--- src/rtl/change_dispenser.sv ---
// change_dispenser: pays out a change amount one coin at a time, largest
// available coin first, over a req/ack handshake with the coin hopper.
// Optional hopper timeout fault is compiled in with `define CHG_TIMEOUT_EN.
module change_dispenser #(
   parameter int AMT_W       = 10,
   parameter int TIMEOUT_CYC = 1000000
) (
   input  logic             clk,
   input  logic             rst,
   input  logic             start,
   input  logic [AMT_W-1:0] amount,
   input  logic [3:0]       empty,
   input  logic             coin_ack,
   output logic             coin_req,
   output logic [1:0]       coin_sel,
   output logic             busy,
   output logic             done,
   output logic [AMT_W-1:0] remaining,
   output logic             shortfall,
   output logic             fault
);

   typedef enum logic [1:0] {IDLE, SELECT, REQ, DONE} state_t;

   state_t           state;
   logic             pick_ok;
   logic [1:0]       pick_sel;

   // Amount widths below 7 bits cannot hold a dollar; the timeout needs at least one cycle.
   if (AMT_W < 7 || TIMEOUT_CYC < 1) begin : g_param_check
      $error("change_dispenser: AMT_W must be >= 7 and TIMEOUT_CYC >= 1");
   end

   // Face value in cents of each coin_sel code.
   function automatic logic [AMT_W-1:0] coin_value(input logic [1:0] sel);
      case (sel)
         2'b00:   coin_value = AMT_W'(5);
         2'b01:   coin_value = AMT_W'(10);
         2'b10:   coin_value = AMT_W'(25);
         default: coin_value = AMT_W'(100);
      endcase
   endfunction

`ifdef CHG_TIMEOUT_EN
   localparam int               CNT_W    = $clog2(TIMEOUT_CYC + 1);
   localparam logic [CNT_W-1:0] TMO_LAST = CNT_W'(TIMEOUT_CYC - 1);
   logic [CNT_W-1:0] tmo_cnt;
`else
   assign fault = 1'b0;
`endif

   // Largest coin that fits in the balance and whose tube still has coins.
   always_comb begin
      // NOTE: every output gets a default first so no path can infer a latch.
      pick_ok  = 1'b1;
      pick_sel = 2'b11;
      if (!empty[3] && remaining >= coin_value(2'b11))      pick_sel = 2'b11;
      else if (!empty[2] && remaining >= coin_value(2'b10)) pick_sel = 2'b10;
      else if (!empty[1] && remaining >= coin_value(2'b01)) pick_sel = 2'b01;
      else if (!empty[0] && remaining >= coin_value(2'b00)) pick_sel = 2'b00;
      else                                                  pick_ok  = 1'b0;
   end

   // Payout FSM; all outputs are registered here.
   always_ff @(posedge clk) begin
      // NOTE: sequential state uses non-blocking assignments only, so every
      // register sees pre-edge values regardless of statement order.
      if (rst) begin
         state     <= IDLE;
         coin_req  <= 1'b0;
         coin_sel  <= 2'b00;
         busy      <= 1'b0;
         done      <= 1'b0;
         remaining <= '0;
         shortfall <= 1'b0;
`ifdef CHG_TIMEOUT_EN
         fault     <= 1'b0;
         tmo_cnt   <= '0;
`endif
      end else begin
         case (state)
            IDLE: begin
               if (start) begin
                  remaining <= amount;
                  shortfall <= 1'b0;
`ifdef CHG_TIMEOUT_EN
                  fault     <= 1'b0;
`endif
                  busy      <= 1'b1;
                  state     <= SELECT;
               end
            end
            SELECT: begin
               if (remaining == '0) begin
                  state <= DONE;
               end else if (pick_ok) begin
                  coin_sel <= pick_sel;
                  coin_req <= 1'b1;
`ifdef CHG_TIMEOUT_EN
                  tmo_cnt  <= '0;
`endif
                  state    <= REQ;
               end else begin
                  shortfall <= 1'b1;
                  state     <= DONE;
               end
            end
            REQ: begin
               if (coin_ack) begin
                  // coin_sel was chosen with value <= remaining, so no underflow.
                  remaining <= remaining - coin_value(coin_sel);
                  coin_req  <= 1'b0;
                  state     <= SELECT;
               end
`ifdef CHG_TIMEOUT_EN
               else if (tmo_cnt == TMO_LAST) begin
                  // Timed-out coin is not counted as paid.
                  fault     <= 1'b1;
                  shortfall <= 1'b1;
                  coin_req  <= 1'b0;
                  state     <= DONE;
               end else begin
                  tmo_cnt <= tmo_cnt + 1'b1;
               end
`endif
            end
            DONE: begin
               // First cycle raises done; second drops done and busy together.
               if (!done) begin
                  done <= 1'b1;
               end else begin
                  done  <= 1'b0;
                  busy  <= 1'b0;
                  state <= IDLE;
               end
            end
            default: state <= IDLE;
         endcase
      end
   end

endmodule
--- config.mk ---
export PLATFORM = sky130hd
export DESIGN_NAME = change_dispenser
export DESIGN_NICKNAME = d
export VERILOG_FILES = /design/src/rtl/change_dispenser.sv
export SDC_FILE = /design/constraint.sdc
export NUM_CORES = 1
export LEC_CHECK = 0
export BUFFER_PORTS_ARGS = -buffer_cell sky130_fd_sc_hd__buf_4
export CORE_AREA = 4 4 55 57
export DETAILED_ROUTE_END_ITERATION = 10
export DIE_AREA = 0 0 59 61
export PLACE_DENSITY_LB_ADDON = 0.2
export SLEW_MARGIN = 15
export SYNTH_ARGS = -nofsm -noshare
export SYNTH_HDL_FRONTEND = slang
export SYNTH_SLANG_ARGS = --single-unit
--- constraint.sdc ---
create_clock -name clk -period 6.5 [get_ports clk]
set_input_delay 0.325 -clock clk [delete_from_list [all_inputs] [get_ports clk]]
set_output_delay 0.325 -clock clk [all_outputs]
set_load 0.005 [all_outputs]
# After elaboration in Yosys (flattened, before gate mapping)
# Index checks and enable logic that the tools add are counted.
# word_totals
ff_bits,18
inputBits,18
out_inout_bits,17
elab_cells,78
# op_classes
n_addsub,1
n_lt_le_gt_ge,4
eq_ne,11
mux,33
bitwise_logic,1
reduce_logical,21
# ops
cell,count
$mux W10,5
$pmux W7 S3,1
$pmux W10 S2,1
$mux W1,15
$mux W2,7
$ne A2 B2 Y1 const B,6
$reduce_and A3 Y1,4
$ge A10 B3 Y1 const B,1
$ge A10 B4 Y1 const B,1
$ge A10 B5 Y1 const B,1
$ge A10 B7 Y1 const B,1
$logic_not A10 Y1,1
$sub A10 B10 Y10,1
$pmux W2 S4,1
$reduce_and A4 Y1,2
$reduce_bool A2 Y1,4
$eq A2 B2 Y1 const B,3
$pmux W1 S2,3
$eq A2 B1 Y1 const B,2
$logic_and A1 B1 Y1,4
$logic_not A1 Y1,4
$logic_not A2 Y1,2
$not A1 Y1,1

# Longest topological paths before layout
# logic_depth
word_depth,9
ltp_mapped,9
depth_no_buf,9

# Least setup slack after synthesis
# OpenSTA, ideal clock, no wires.
# synth_timing
path_type,register -> register
start,register coin_sel[0]
end,register remaining[5]
setup_time_ns,0.079
t_arrival_ns,2.126
required_ns,6.421
path_slack_ns,4.295
stages_incl_launch_ff,10
path_buffers,0
synth_period_minus_slack_ns,2.205
cell_sequence,dfxtp_1 -> inv_1 -> ha_1 -> inv_1 -> ha_1 -> o21a_1 -> o31a_1 -> or3_1 -> a41o_1 -> a211oi_2
# synth_via
elab_chain_cells,8
word_cells_on_any_way,10
classes_between,1 x add/sub; 2 x eq/ne; 6 x mux; 1 x reduce/logical
# synth_lines
item,line_no,rtl
start: declaration,15,"output logic [1:0] coin_sel,"
start signal: assignment,97,coin_sel <= pick_sel;
$eq A2 B2 Y1 (tied with other cells),36,case (sel)
$pmux W7 S3 (*),36,
$mux W10 (*),109,if (coin_ack) begin
$mux W10 (*),81,case (state)
$mux W10 (*),68,if (rst) begin
$sub A10 B10 Y10 (*),111,remaining <= remaining - coin_value(coin_sel);
$mux W10 (*),109,
$pmux W10 S2 (*),81,
end signal: assignment,84,remaining <= amount;
end signal: assignment,111,
end: declaration,18,"output logic [AMT_W-1:0] remaining,"
# Mark *: on every way between the ends. The rest lies on a longest branch, timed or not. The select of a mux whose other input is x is not followed.
# A chain may end at the register's enable or synchronous reset.

# Final worst setup path
# layout_timing
start,register coin_sel[0]
end,register remaining[9]
# The elaborated chain is that of the path after synthesis.

==> flow_summary.toml <==
[floorplan]
io_pins = 35
die_area_sq_um = 3599
die_h_um = 61
start_util_pct = 55.45
die_w_um = 59
fp.coreArea_sq_um = 2477
placement_rows = 18

[cts]
clk_pin_slew_ps = 110
htreeDepth = 1
cts_tree = "done"
cts_setup_buffers = 0
clk_latency_ps = 290
clk_path_buf_depth = 2
cts_buffers = 3
clock_sinks = 18
postCtsHoldBufs = 0
root_buffer = "clkbuf_4"
post_cts_resized = 0

[global_route]
groute.usage.overall_pct = 21.32
grt_pass1_wl_mm = 5.982
grt_pass1_vias = 1414
grt.overflow.total = 0
met1_usage_pct = 26.35
grtUsageMet3_pct = 4.043
antenna_found_initial = 0
met2_usage_pct = 35.80
grt.busiest_layer = "met2"
grt_max_degree = 20

[synth]
syn_nets = 207
synth_top_cell_by_area = "dfxtp_1"
yosysTopAreaCellShare_pct = 26.23
synthArstFlopShare_pct = 0
synthSimpleGateAreaFrac_pct = 22.77
syn_inst = 178
synthTopCellsByArea = "dfxtp_1 (26%), ha_1 (9.1%), nor2_1 (5.7%)"
synth_compound_area_share_pct = 28.05
synthFlopType = "dfxtp_1"
netlist_area_sq_um = 1374
synth.distinct_cells = 53
synth_edf_count = 0
ys_seq_area_share_pct = 26.23
yosysWarnings = 0
synth_top_family_by_area = "compound AO/OA/AOI/OAI gates"
synth_adder_area_share_pct = 10.56
synth.avg_cell_area_sq_um = 7.718
synth_xor_area_share_pct = 1.275
synth.area.mux_share_pct = 3.734
ys_ff_latch = 18

[worst_setup_path]
crit_type = "flop to flop"
reg2reg_to = "remaining[9]"
path_max_fanout = 5
startpoint_type = "flop"
r2r_start = "coin_sel[0]"
rrSetupSlack_ps = 4120
cp.arrival_ps = 2570
rr_worst_depth = 9
cp.required_ps = 6690
endpoint_kind = "flop"

[sta]
rsz0062_at_grt = "false"
fmax_ghz = 0.4198
finalSetupTns_ps = 0
fin_crit_sh_pct = 36.65
skew_ps = 1.135
finalCriticalPeriod_ps = 2382
setup_viol = 0
maxSlewHeadroom_pct = 36.79
tightest_slew_ps = 946.2
timing.final.hold_violations = 0
drv_slew = 0

[hold_path]
min_from = "amount[6]"
hold_path_class = "input port to flop"
holdPathStages = 3
hold_path_end = "remaining[6]"

[final_layout]
multi_input_area_sq_um = 915.9
fin_nets = 237
antenna_cells = 0
area_growth_pct = 20.40
fillCellCount = 226
fin_cells = 237
drive_gt1_share_pct = 20.77
design_area_sq_um = 1654
ff_latch_area_sq_um = 360.3

[placed_design]
io_buffers = 33
placed_cells = 233
place_hpwl_mm = 2.704
place.gp.congestion = 0.9856
place_area_sq_um = 1618

[detailed_routing]
routed_wl_mm = 3.563
first_pass_iters = 4
postRouteAntennaNets = 0
vias = 1447
wl_per_cell_um = 15.03
viasPerCell = 6.105
remaining_drc_errors = 0
drt_iter0_markers = 66

[pwr]
netSwitchingPower_w = 0.0001480
ir_drop_v = 0.0001417
cellLeakagePower_nw = 0.7214
clkPwrFrac_pct = 18.3
comb_power_share_pct = 44.1
p_int_w = 0.0002394
power.density_nw_per_um2 = 234.2
swShare_pct = 38.20
p_seq_share_pct = 37.6

[job]
drv_cap = 0

[run_status]
status = "finished clean"
## final cells by class
type | count | area share, %
flip-flops and latches | 18 | 21.79
repair buffers | 33 | 14.98
multi-input cells | 137 | 55.37
clock buffers | 4 | 2.194
well taps | 30 | 2.269
inverters | 15 | 3.404
## routing by layer
layer	vias up	part of all wire (%)
met5	-	0
met4	0	1.7
met3	10	8.9
met2	60	45
met1	673	45
li1	704	-
## cell families (layout without fill, tap and decap cells)
kind of cell,count (synthesis),count (layout)
adder cells (fa/ha/maj),11,11
flip-flops,18,18
AO/OA/AOI/OAI,55,55
multiplexers,5,5
other,1,1
AND/OR/NAND/NOR,63,63
XOR/XNOR,2,2
buffers and inverters,23,52
## registers in the layout (all words and copies together), names as in the netlist
register and flops:
done 1, busy 1, state 2, coin_sel 2
shortfall 1, coin_req 1, remaining 10
## cells in the mapped netlist (3+ instances only)
library cell and count:
dfxtp_1 18, inv_1 15, a211oi_1 3, o21a_1 4
nand3_1 4, nand2b_1 3, nand2_1 16, nor3_1 6
mux2i_1 4, buf_2 3, nor2_1 21, a21oi_1 10
o21ai_0 13, clkbuf_1 3, a31oi_1 3, ha_1 10
## worst max path at each step
stage / cells past startpoint / startpoint / slack [ps] / endpoint
after floorplan: 9 / coin_sel[0] / 4300 / remaining[5]
after global placement: 9 / coin_sel[0] / 4250 / remaining[9]
after detailed placement: 9 / coin_sel[0] / 4140 / remaining[9]
after CTS: 9 / coin_sel[0] / 4130 / remaining[9]
after global routing: 9 / coin_sel[0] / 4000 / remaining[9]
final: 9 / coin_sel[0] / 4120 / remaining[9]
## critical path, stage by stage (launching register included)
cell	delay, ps
dfxtp_1	420
inv_1	80
ha_1	300
inv_1	40
ha_1	320
o21a_1	190
o31a_1	130
o41a_1	390
nor4_1	310
nor3_1	90
## power groups by stage
stage | clock network (W) | logic (W) | registers (W)
2_1_floorplan | 0 | 0.000123 | 0.000142
3_3_place_gp | 0 | 0.000164 | 0.000147
6_report | 0.0000708 | 0.000171 | 0.000146
5_1_grt | 0.0000775 | 0.000190 | 0.000149
4_1_cts | 0.0000721 | 0.000170 | 0.000146
3_5_place_dp | 0 | 0.000169 | 0.000148
## metrics by stage
stage	hold slack [ps]	setup slack [ps]	total power [W]	util [%]
final	294.6	4118	0.0003874	66.77
after CTS	288.6	4126	0.0003878	66.77
after global placement	454.4	4250	0.0003109	65.30
after floorplan	464.5	4295	0.0002644	-
after global routing	297.0	4002	0.0004168	66.77
after detailed placement	466.1	4145	0.0003170	65.30
## cell usage in the layout (no fill, tap or decap), types with 2 or more instances in the layout
| master | instances |
|---|---|
| nand2b_1 | 3 |
| clkbuf_4 | 3 |
| buf_4 | 33 |
| nand3_1 | 4 |
| a41oi_1 | 2 |
| dfxtp_1 | 18 |
| a21oi_1 | 10 |
| nor3_1 | 6 |
| a311oi_1 | 2 |
| inv_1 | 15 |
| o21ai_0 | 13 |
| nor2b_1 | 2 |
| mux2i_1 | 4 |
| o211ai_1 | 2 |
| a211oi_1 | 3 |
| a31oi_1 | 3 |
| nor2_1 | 21 |
| ha_1 | 10 |
| nand2_1 | 16 |
| o21a_1 | 4 |
No activity file was read; power rests on OpenSTA's default activity.
